**config.mk**
```make
export PLATFORM = sky130hd
export DESIGN_NAME = rr_mux_reg
export DESIGN_NICKNAME = d
export VERILOG_FILES = /design/src/rtl/rr_mux_pkg.sv /design/src/rtl/rr_arbiter.sv /design/src/rtl/rr_mux_reg.sv
export SDC_FILE = /design/constraint.sdc
export NUM_CORES = 1
export LEC_CHECK = 0
export CORE_ASPECT_RATIO = 0.6
export CORE_MARGIN = 2
export CORE_UTILIZATION = 51
export DETAILED_ROUTE_END_ITERATION = 10
export DONT_BUFFER_PORTS = 1
export PLACE_DENSITY = 0.7
export SYNTH_ARGS = -nofsm -noshare
export SYNTH_HDL_FRONTEND = slang
export SYNTH_SLANG_ARGS = --single-unit
```
**constraint.sdc**
```tcl
create_clock -name clk -period 3.4 [get_ports clk]
set_input_delay 0.34 -clock clk [delete_from_list [all_inputs] [get_ports clk]]
set_output_delay 0.34 -clock clk [all_outputs]
set_load 0.03 [all_outputs]
```
**src/rtl/rr_mux_pkg.sv**
```systemverilog
// Shared constants and helpers for the round-robin registered multiplexer.
package rr_mux_pkg;

    // Index width that stays at least 1 bit even for a 2-channel (or smaller) mux.
    function automatic int unsigned clog2_safe(input int unsigned n);
        return (n <= 2) ? 1 : $clog2(n);
    endfunction

    localparam int unsigned DefaultWidth    = 8;
    localparam int unsigned DefaultChannels = 4;
    localparam int unsigned DefaultSelW     = clog2_safe(DefaultChannels);

endpackage

```
**src/rtl/rr_arbiter.sv**
```systemverilog
// Round-robin arbiter: grants the first requester after ptr, wrapping modulo CHANNELS.
module rr_arbiter
    import rr_mux_pkg::*;
#(
    parameter  int unsigned CHANNELS = DefaultChannels,
    localparam int unsigned SEL_W    = clog2_safe(CHANNELS)
) (
    input  logic [CHANNELS-1:0] req,
    input  logic [SEL_W-1:0]    ptr,
    input  logic                en,
    output logic [CHANNELS-1:0] grant,
    output logic [SEL_W-1:0]    grant_idx
);

    logic        found;
    int unsigned idx;

    // Walk the rotated request vector; the modulo keeps non-power-of-2 sizes in range.
    always_comb begin
        grant     = '0;
        grant_idx = '0;
        found     = 1'b0;
        idx       = 0;
        for (int unsigned k = 1; k <= CHANNELS; k++) begin
            idx = (32'(ptr) + k) % CHANNELS;
            if (en && !found && req[idx]) begin
                found      = 1'b1;
                grant[idx] = 1'b1;
                grant_idx  = SEL_W'(idx);
            end
        end
    end

endmodule

```
**src/rtl/rr_mux_reg.sv**
```systemverilog
// N-channel registered mux with round-robin arbitration and valid/ready on both sides.
// Optional packet hold (in_last/out_last) is enabled with `define RR_MUX_REG_HOLD_EN.
module rr_mux_reg
    import rr_mux_pkg::*;
#(
    parameter  int unsigned WIDTH    = DefaultWidth,
    parameter  int unsigned CHANNELS = DefaultChannels,
    localparam int unsigned SEL_W    = clog2_safe(CHANNELS)
) (
    input  logic                      clk,
    input  logic                      rst,
    input  logic [CHANNELS*WIDTH-1:0] in_data,
    input  logic [CHANNELS-1:0]       in_valid,
    output logic [CHANNELS-1:0]       in_ready,
`ifdef RR_MUX_REG_HOLD_EN
    input  logic [CHANNELS-1:0]       in_last,
    output logic                      out_last,
`endif
    output logic [WIDTH-1:0]          out_data,
    output logic [SEL_W-1:0]          out_sel,
    output logic                      out_valid,
    input  logic                      out_ready
);

    logic [WIDTH-1:0]    out_data_q;
    logic [SEL_W-1:0]    out_sel_q;
    logic                out_valid_q;
    logic [SEL_W-1:0]    ptr_q;
    logic [CHANNELS-1:0] req;
    logic [CHANNELS-1:0] grant;
    logic [SEL_W-1:0]    grant_idx;
    logic [WIDTH-1:0]    win_data;
    logic                load;
    logic                xfer;

    assign load = ~out_valid_q | out_ready;

`ifdef RR_MUX_REG_HOLD_EN
    logic             lock_q;
    logic [SEL_W-1:0] lock_idx_q;
    logic             out_last_q;

    // While a packet is open only its owner may compete.
    always_comb begin
        req = in_valid;
        if (lock_q) begin
            req = in_valid & (CHANNELS'(1) << lock_idx_q);
        end
    end
    assign out_last = out_last_q;
`else
    assign req = in_valid;
`endif

    rr_arbiter #(
        .CHANNELS (CHANNELS)
    ) u_arbiter (
        .req       (req),
        .ptr       (ptr_q),
        .en        (load & ~rst),
        .grant     (grant),
        .grant_idx (grant_idx)
    );

    assign in_ready = grant;
    assign xfer     = |grant;
    assign win_data = in_data[grant_idx*WIDTH +: WIDTH];

    always_ff @(posedge clk) begin
        if (rst) begin
            out_valid_q <= 1'b0;
            out_data_q  <= '0;
            out_sel_q   <= '0;
            ptr_q       <= SEL_W'(CHANNELS - 1);
`ifdef RR_MUX_REG_HOLD_EN
            lock_q      <= 1'b0;
            lock_idx_q  <= '0;
            out_last_q  <= 1'b0;
`endif
        end else if (xfer) begin
            out_valid_q <= 1'b1;
            out_data_q  <= win_data;
            out_sel_q   <= grant_idx;
`ifdef RR_MUX_REG_HOLD_EN
            out_last_q  <= in_last[grant_idx];
            // Pointer only moves once the packet closes, so the next packet starts fair.
            if (in_last[grant_idx]) begin
                lock_q <= 1'b0;
                ptr_q  <= grant_idx;
            end else begin
                lock_q     <= 1'b1;
                lock_idx_q <= grant_idx;
            end
`else
            ptr_q       <= grant_idx;
`endif
        end else if (load) begin
            out_valid_q <= 1'b0;
        end
    end

    assign out_data  = out_data_q;
    assign out_sel   = out_sel_q;
    assign out_valid = out_valid_q;

endmodule
```
* Word level (Yosys, flattened, before mapping) *
Index checks and enable logic that the tools add are counted.

storage, ports and cells
  RAM bits = 0
  memories kept = 0
  bits in registers = 13
  input bits = 39
  bits in latches = 0
  memory bits (read-only) = 0

cells by class
  equality and inequality tests = 0
  add/sub/neg operators = 4
  shift-type cells = 1
  magnitude comparators = 8
  $mul = 0
  reduce and logical (&&, ||, !) cells = 16
  div/mod/pow operators = 0
  bitwise logic cells = 7
  multiplexer cells = 29

operators by type and width
  operator             number
  $shiftx 32x6->8      1
  $mux 4               4
  $mux 1               13
  $lt 2x3->1 const B   4
  $or 4x4->4           3
  $logic_and 1x1->1    11
  $bmux 1 s2           4
  $demux 1 s2          4
  $ge 2x1->1 const B   4
  $mux 2               4
  $add 2x1->2 const B  2
  $add 2x2->2 const B  2
  $reduce_or 4->1      1
  $logic_not 1->1      3
  $not 1->1            2
  $reduce_bool 2->1    1
  $and 1x1->1          1
  $or 1x1->1           1

* Logic depth before layout (Yosys ltp) *
  word-level depth = 19
  mapped depth = 12
  gate-level depth less buffers = 9

* Cells and area by module *
Synthesis repeated with hierarchy kept, for this count alone.

second synthesis, totals
  cell total of the unflattened synthesis = 113
  area total of the unflattened synthesis = 1164.9 um^2

modules (own cells, without submodules)
  module      instances  area each (um^2)  cells each  sequential area each (um^2)
  rr_mux_reg  1          718.2             65          260.2
  rr_arbiter  1          446.7             48          0.0

* Worst setup path before layout *
No wires, ideal clock.

  path kind = reg2reg
  start point = register ptr_q[0]
  end point = register out_data_q[2], in the netlist out_data[2]
  path slack = 0.149 ns
  setup time = 0.121 ns
  arrival time = 3.129 ns
  path buffers = 3
  cell stages (with the launch flop) = 12
  cells stage by stage = dfxtp_1 buf_6 inv_1 ha_1 buf_6 mux4_2 clkinv_1 a211oi_1 a221o_2 nor4_4 buf_6 mux2_4

on the way
  word-level cells in the longest chain between the ends = 18
  elaborated cells between the ends (all ways) = 58
  classes of those cells = add/sub (4); order compare (8); shift (1); mux (27); bitwise (3); reduce/logical (15)

RTL lines
  element                                              RTL line          source
  start, declared                                      rr_mux_reg.sv:28  logic [SEL_W-1:0] ptr_q;
  start signal, assigned                               rr_mux_reg.sv:74  ptr_q <= SEL_W'(CHANNELS - 1);
  start signal, assigned                               rr_mux_reg.sv:95  ptr_q <= grant_idx;
  branches (longest 16 deep; another with $lt 2x3->1)  -
  $mux 4 (*)                                           rr_arbiter.sv:26  if (en && !found && req[idx]) begin
  net in_ready[2]                                      rr_mux_reg.sv:14  output logic [CHANNELS-1:0] in_ready,
  $reduce_or 4->1 (*)                                  rr_mux_reg.sv:66  assign xfer = |grant;
  end signal, assigned                                 rr_mux_reg.sv:82  out_data_q <= win_data;
  end, declared                                        rr_mux_reg.sv:25  logic [WIDTH-1:0] out_data_q;

Mark *: on every way through the listed nets, which the timed path passes. The select of a mux whose other input is x is not followed.
A chain may end at the register's enable or synchronous reset.

* Worst setup path in the final report *
  start point = register ptr_q[1]
  end point = register out_data_q[2], in the netlist out_data[2]

on the way
  word-level cells in the longest chain between the ends = 18
  elaborated cells between the ends (all ways) = 58
  classes of those cells = add/sub (4); order compare (8); shift (1); mux (27); bitwise (3); reduce/logical (15)

RTL lines
  element                                                    RTL line                            source
  $add 2x1->2                                                rr_arbiter.sv:25                    idx = (32'(ptr) + k) % CHANNELS;
  $bmux 1 s2                                                 rr_arbiter.sv:26
  $mux 1 (not written as such)                               rr_arbiter.sv:26
  $logic_and 1x1->1                                          rr_arbiter.sv:26
  $mux 1                                                     rr_arbiter.sv:26
  $logic_not 1->1                                            rr_arbiter.sv:26
  $logic_and 1x1->1 (2 in a row)                             rr_arbiter.sv:26
  $mux 1                                                     rr_arbiter.sv:26
  $logic_not 1->1                                            rr_arbiter.sv:26
  $logic_and 1x1->1 (2 in a row)                             rr_arbiter.sv:26
  $mux 1                                                     rr_arbiter.sv:26
  $logic_not 1->1                                            rr_arbiter.sv:26
  $logic_and 1x1->1 (2 in a row)                             rr_arbiter.sv:26
  $mux 2 / $mux 4 (equally long branches)                    rr_arbiter.sv:26
  $shiftx 32x6->8 / $reduce_or 4->1 (equally long branches)  rr_mux_reg.sv:67, rr_mux_reg.sv:66

Several ways; a longest one is shown, not always the timed one. The select of a mux whose other input is x is not followed.

==> results.toml <==
[outcome]
status = "finished clean"

[power]
p_sw_share_pct = 44.59
powerDensity_mw_per_mm2 = 966.9
seqPwrFrac_pct = 26.4
p_comb_share_pct = 63.0
p_int_mw = 0.7253
ir_drop_v = 0.0004709
power.total_mw = 1.309
leakage_nw = 0.5467
netSwitchingPower_mw = 0.5837
pwr-share-clk_pct = 10.6

[routing]
ant_nets = 0
drtIter0Drc = 34
viasPerCell = 6.469
wl_per_cell_um = 17.91
firstDrtPassIters = 4
vias = 951
wirelength_um = 2633
drc = 0

[timing]
period_share_pct = 94.04
period_needed_ps = 3197
setup_viol = 0
final-max-slew-violation-count = 0
setup_tns_ps = 0
relSlewSlack_pct = 55.51
fmax_mhz = 312.8
worst_clock_skew_ps = 1.968
worst_pin_slew_ps = 667.4
hold_viol = 0
layout_setup_ws_ps = 202.6
rsz0062_at_grt = "false"

[setup_path]
crit_path_start = "ptr_q[1]"
endpoint_kind = "flop"
worstSetupPathType = "reg -> reg"
slowest_stage = "a211oi_4"
worstPathArrival_ps = 3330
required_ps = 3530
cp-start-kind = "flop"
r2r-start = "ptr_q[1]"
cp_top_family = "multiplexers"
crit_chain = "inv_1 -> ha_1 -> mux2_2 -> or3_4 -> a21o_1 -> o221a_2 -> a211oi_4 -> mux4_2 -> mux2_4"
cp_slowest_stage_delay_ps = 470
critPathMaxFanout = 9
cp.buffers_inverters = 1

[clock_tree]
htree_levels = 1
cts_tree = "done"
clk_path_buf_depth = 2
clk_pin_slew_ps = 50
ctsResizeCount = 0
clock-root-buffer = "clkbuf_8"
cts_hold_buffers = 0
cts_setup_buffers = 0
cts_buffers = 3
clock-sinks = 13
clk_latency_ps = 240

[yosys]
synth_warnings = 0
yosysSeqAreaShare_pct = 20.55
syn_area_per_cell_um2 = 11.41
synth_compound_area_share_pct = 14.72
synth_fa_ha_area_share_pct = 7.905
async_flop_share_pct = 0
synthFlopType = "dfxtp_1"
ys_seq_elements = 13
synthTopCellsByCount = "dfxtp_1, a21oi_1, ha_1, nand2_1, mux4_2"
syn_inst = 111
synth_top_cell_by_area = "dfxtp_1"
synthXorXnorAreaFrac_pct = 0
synth.cell_area_mm2 = 0.001266
synth.mux.area_fraction_pct = 34.49
syn_nets = 158
yosys.cell_count.top_type = "dfxtp_1"
synth_top_area_share_pct = 20.55
synth-simple-area-share_pct = 17.09
synth.distinct_cells = 33
synth_edf_count = 0
synth_top_family_by_area = "multiplexers"
yosys-top-cells-area = "dfxtp_1, mux4_2, mux4_1"

[global_route]
track_usage_pct = 19.46
grt_pass1_wl_um = 4146
globalRouteOverflowTotal = 0
grt_max_degree = 17
antenna_found_initial = 0
grt_pass1_vias = 918

[placed_design]
dp.cells = 143
hpwlAfterDp_um = 2030
pre_cts_ws_ps = 186.9
gp_congestion = 0.7725
port_buffers = 0

[die]
coreArea_mm2 = 0.002261
start_util_pct = 56.00
die_x_um = 68.33
die_h_um = 42.60
dieArea_mm2 = 0.002910
row_count = 13
io_pins = 54

[worst_hold_path]
holdCritStartpoint = "rst"
hp-class = "in -> reg"

[cells_and_area]
final_core_util_pct = 59.88
multiInputGateArea_um2 = 939.7
fillers = 187
seqCellArea_um2 = 260.3
fin_nets = 165
num_antenna_cells = 0
finalNonFillerCells = 147
drive_gt1_share_pct = 36.75
area_growth_pct = 6.917

[flow_run]
drv_cap = 0
kinds of logic after synthesis:
logic type | Yosys count
AOI/OAI and AO/OA | 23
adders and majority gates | 8
buffers and inverters | 9
DFF | 13
muxes | 24
and+or+nand+nor | 34
flip-flops by register name, indices dropped and copies added, names as in the netlist:
| name | flops |
|---|---|
| out_sel | 2 |
| ptr_q | 2 |
| out_data | 8 |
| out_valid | 1 |
power groups by stage:
stage          logic [mW]  registers, mW  clock network (mW)
2_1_floorplan       0.713          0.347                   0
3_3_place_gp        0.799          0.351                   0
3_5_place_dp        0.823          0.351                   0
4_1_cts             0.827          0.348               0.141
5_1_grt             0.892          0.354               0.150
6_report            0.824          0.346               0.139
layout by cell type (no fill, tap or decap), types with 2 or more instances in the layout:
master,instances
a221o_2,4
a21oi_2,2
mux2_4,4
mux2_2,6
nor2b_1,4
nand3b_1,4
buf_4,8
o21ai_0,2
dfxtp_1,13
inv_1,2
a21oi_1,9
nand2b_1,3
ha_1,8
clkbuf_8,3
a211oi_1,2
and2b_1,4
mux4_1,5
nand2_1,8
mux4_2,7
nor2_1,4
mux2i_1,2
routing by layer:
metal | GRT usage (%) | wire, µm | up-vias
met2 | 29.90 | 1207 | 44
met4 | 4.800 | 23 | 0
met1 | 25.97 | 1164 | 461
li1 | - | - | 442
met3 | 6.989 | 238 | 4
met5 | 0 | 0 | -
metrics by stage:
stage / hold WS (ps) / cell area, µm²
after global routing: 142.7 / 1354
after detailed placement: 406.0 / 1309
after global placement: 404.3 / 1309
after CTS: 149.8 / 1354
after floorplan: 544.6 / 1266
final: 150.0 / 1354
final timing paths:
kind	end	slack (ps)	cells past startpoint
min	out_sel[0]	150	1
max reg2reg	out_data[2]	200	9
min reg2reg	out_sel[0]	610	2
max	out_data[2]	200	9
layout make-up:
cell class / count / area share, %
clock buffer: 4 / 3.327
multi-input combinational: 89 / 69.41
sequential: 13 / 19.22
inverter: 3 / 0.8318
tap: 30 / 2.773
timing repair buffer: 8 / 4.436
(Power assumes the default switching activity.)
==> patch (same flow settings) <==
Reset style: asynchronous (`rst`), changed in one clocked block.
--- a/src/rtl/rr_mux_reg.sv
+++ b/src/rtl/rr_mux_reg.sv
@@ -66,7 +66,7 @@
     assign xfer     = |grant;
     assign win_data = in_data[grant_idx*WIDTH +: WIDTH];
 
-    always_ff @(posedge clk) begin
+    always_ff @(posedge clk or posedge rst) begin
         if (rst) begin
             out_valid_q <= 1'b0;
             out_data_q  <= '0;
Check against the original RTL: differs if rst is asserted again (counterexample within 4 cycles, from zero or initial values and one cycle with rst high); with rst held inactive, the same outputs for 10 cycles.
==> patch against the original RTL <==
- final cell count is 20% higher
- routed wire length is 41% higher
- count of clock-buffer cells in the layout stayed put
- worst setup slack worse by 19 ps
- final area is 13% higher
- clock skew is 3.0 ps higher
- sequential cell count stayed put
- via count is 29% higher
- total power is 24% higher
- synthesized area is 16% higher
- sequential power is 24% higher
- sequential share of layout area is 2.2 points higher
- critical path depth stayed put
- largest cell class unchanged
==> patch: results <==
set metrics [dict create \
    run_status "completed" \
    grt_max_degree 17 \
    finish.net_count 191 \
    ys_warn_count 0 \
    path_max_fanout 16 \
    slowest_delay_ps 640 \
    crit_cells 9 \
    first_iter_violations 101 \
    fmax_mhz 311 \
    power.switching_mw 0.889 \
    worstMarginPinSlew_ps 627 \
    endpoint "out_data[4]" \
    post_cts_resized 0 \
    largest_register_ff_count 8 \
    synth_seq_area_share_pct 22.3 \
    crit_family "compound AO/OA/AOI/OAI gates" \
    critPathLaunch "ptr_q[1]" \
    clk_pin_slew_worst_paths_ps 60 \
    r2r_slack_ps 180 \
    antenna_found_initial 0 \
    use_met3_pct 9.51 \
    syn_inst 143 \
    insertion_delay_ps 250 \
    holdCritPathClass "in -> async" \
    post_cts_buffers 0 \
    grt_pass1_vias 1068 \
    nFillCells 236 \
    drive_gt1_share_pct 26.6 \
    place.gp.congestion 0.882 \
    grt.total_usage_pct 22.9 \
    n_antenna_cell 0 \
    yosys-top-cells-area "dfrtp_1, a21boi_0, a211oi_2" \
    viasPerCell 6.92 \
    wl_per_cell_um 20.9 \
    vdd_drop_max_mv 0.303 \
    cts_made_buffers 3 \
    gr-usage-met1_pct 34.6 \
    yosys-top-cells-count "a21boi_0, nand3_1, dfrtp_1, nand2_1" \
    arrival_ps 3370 \
    ys_types 35 \
    cts-root-buf "clkbuf_8" \
    cpMaxStageDelayCell "mux4_2" \
    dp_slack_ps 255 \
    numPortBuffers 0 \
    grt_first_pass_wirelength_um 5580 \
    clockBufferDepth 2 \
    p_leak_nw 0.549 \
    finalNonFillerCells 177 \
    cts_max_level 1 \
    hpwl_um 2880 \
    worstRegToRegCells 9 \
    synth-async-reset-ratio_pct 100 \
    post-place-cells 173 \
    worst_clock_skew_ps 4.98 \
    grt_use_met2_pct 31.2 \
    first_pass_iters 4 \
]
## patch: cell count changes in the layout (fill, tap and decap cells not counted), moves of 5 or more
cell      change
dfxtp_1      -13
mux2_2        -5
dfrtp_1      +11
nand3_1      +11
a211oi_2      +8
a21oi_1       -9
a21boi_0     +16
a211oi_1      +6
o31ai_2       +8
## patch: power by group through the flow
stage	clock (mW)	combinational (mW)	sequential, mW
2_1_floorplan	0	0.906	0.415
3_3_place_gp	0	1.02	0.429
3_5_place_dp	0	1.04	0.433
4_1_cts	0.142	1.05	0.430
5_1_grt	0.148	1.15	0.440
6_report	0.140	1.05	0.430
## patch: per-layer routing
layer | vias up | wire length (µm)
li1 | 562 | -
met1 | 587 | 1740
met2 | 74 | 1510
met3 | 2 | 438
met4 | 0 | 8
met5 | - | 0
## patch: final cells by class
class                      instances  area [µm²]  share of cell area (%)
tap                               34        42.5                    2.78
clock buffer                       4        45.0                    2.95
sequential                        13         328                    21.4
timing repair buffer               6        57.6                    3.76
multi-input combinational        114        1030                    67.6
inverter                           6        22.5                    1.47
## patch: worst reg2reg max path, delay by kind of cell (launching register included)
kind	cells	cell delay, ps
compound gates	4	830
mux	1	640
flops	1	620
fa+ha+maj	1	400
buf+inv	2	390
simple gates	1	230
## patch: stage by stage
step | hold WS, ps | cell area [µm²]
finish | 11.1 | 1530
global route | 47.4 | 1530
CTS | 29.8 | 1530
detailed placement | 294 | 1480
global placement | 287 | 1480
floorplan | 216 | 1470
## patch: logic make-up (layout without fill, tap and decap cells)
group	Yosys count	in the layout	share of synthesized area, %
mux	8	8	9.20
flops	13	13	22.3
fa+ha+maj	8	8	6.81
compound gates	60	60	38.3
buf+inv	16	16	7.33
simple gates	38	38	16.0
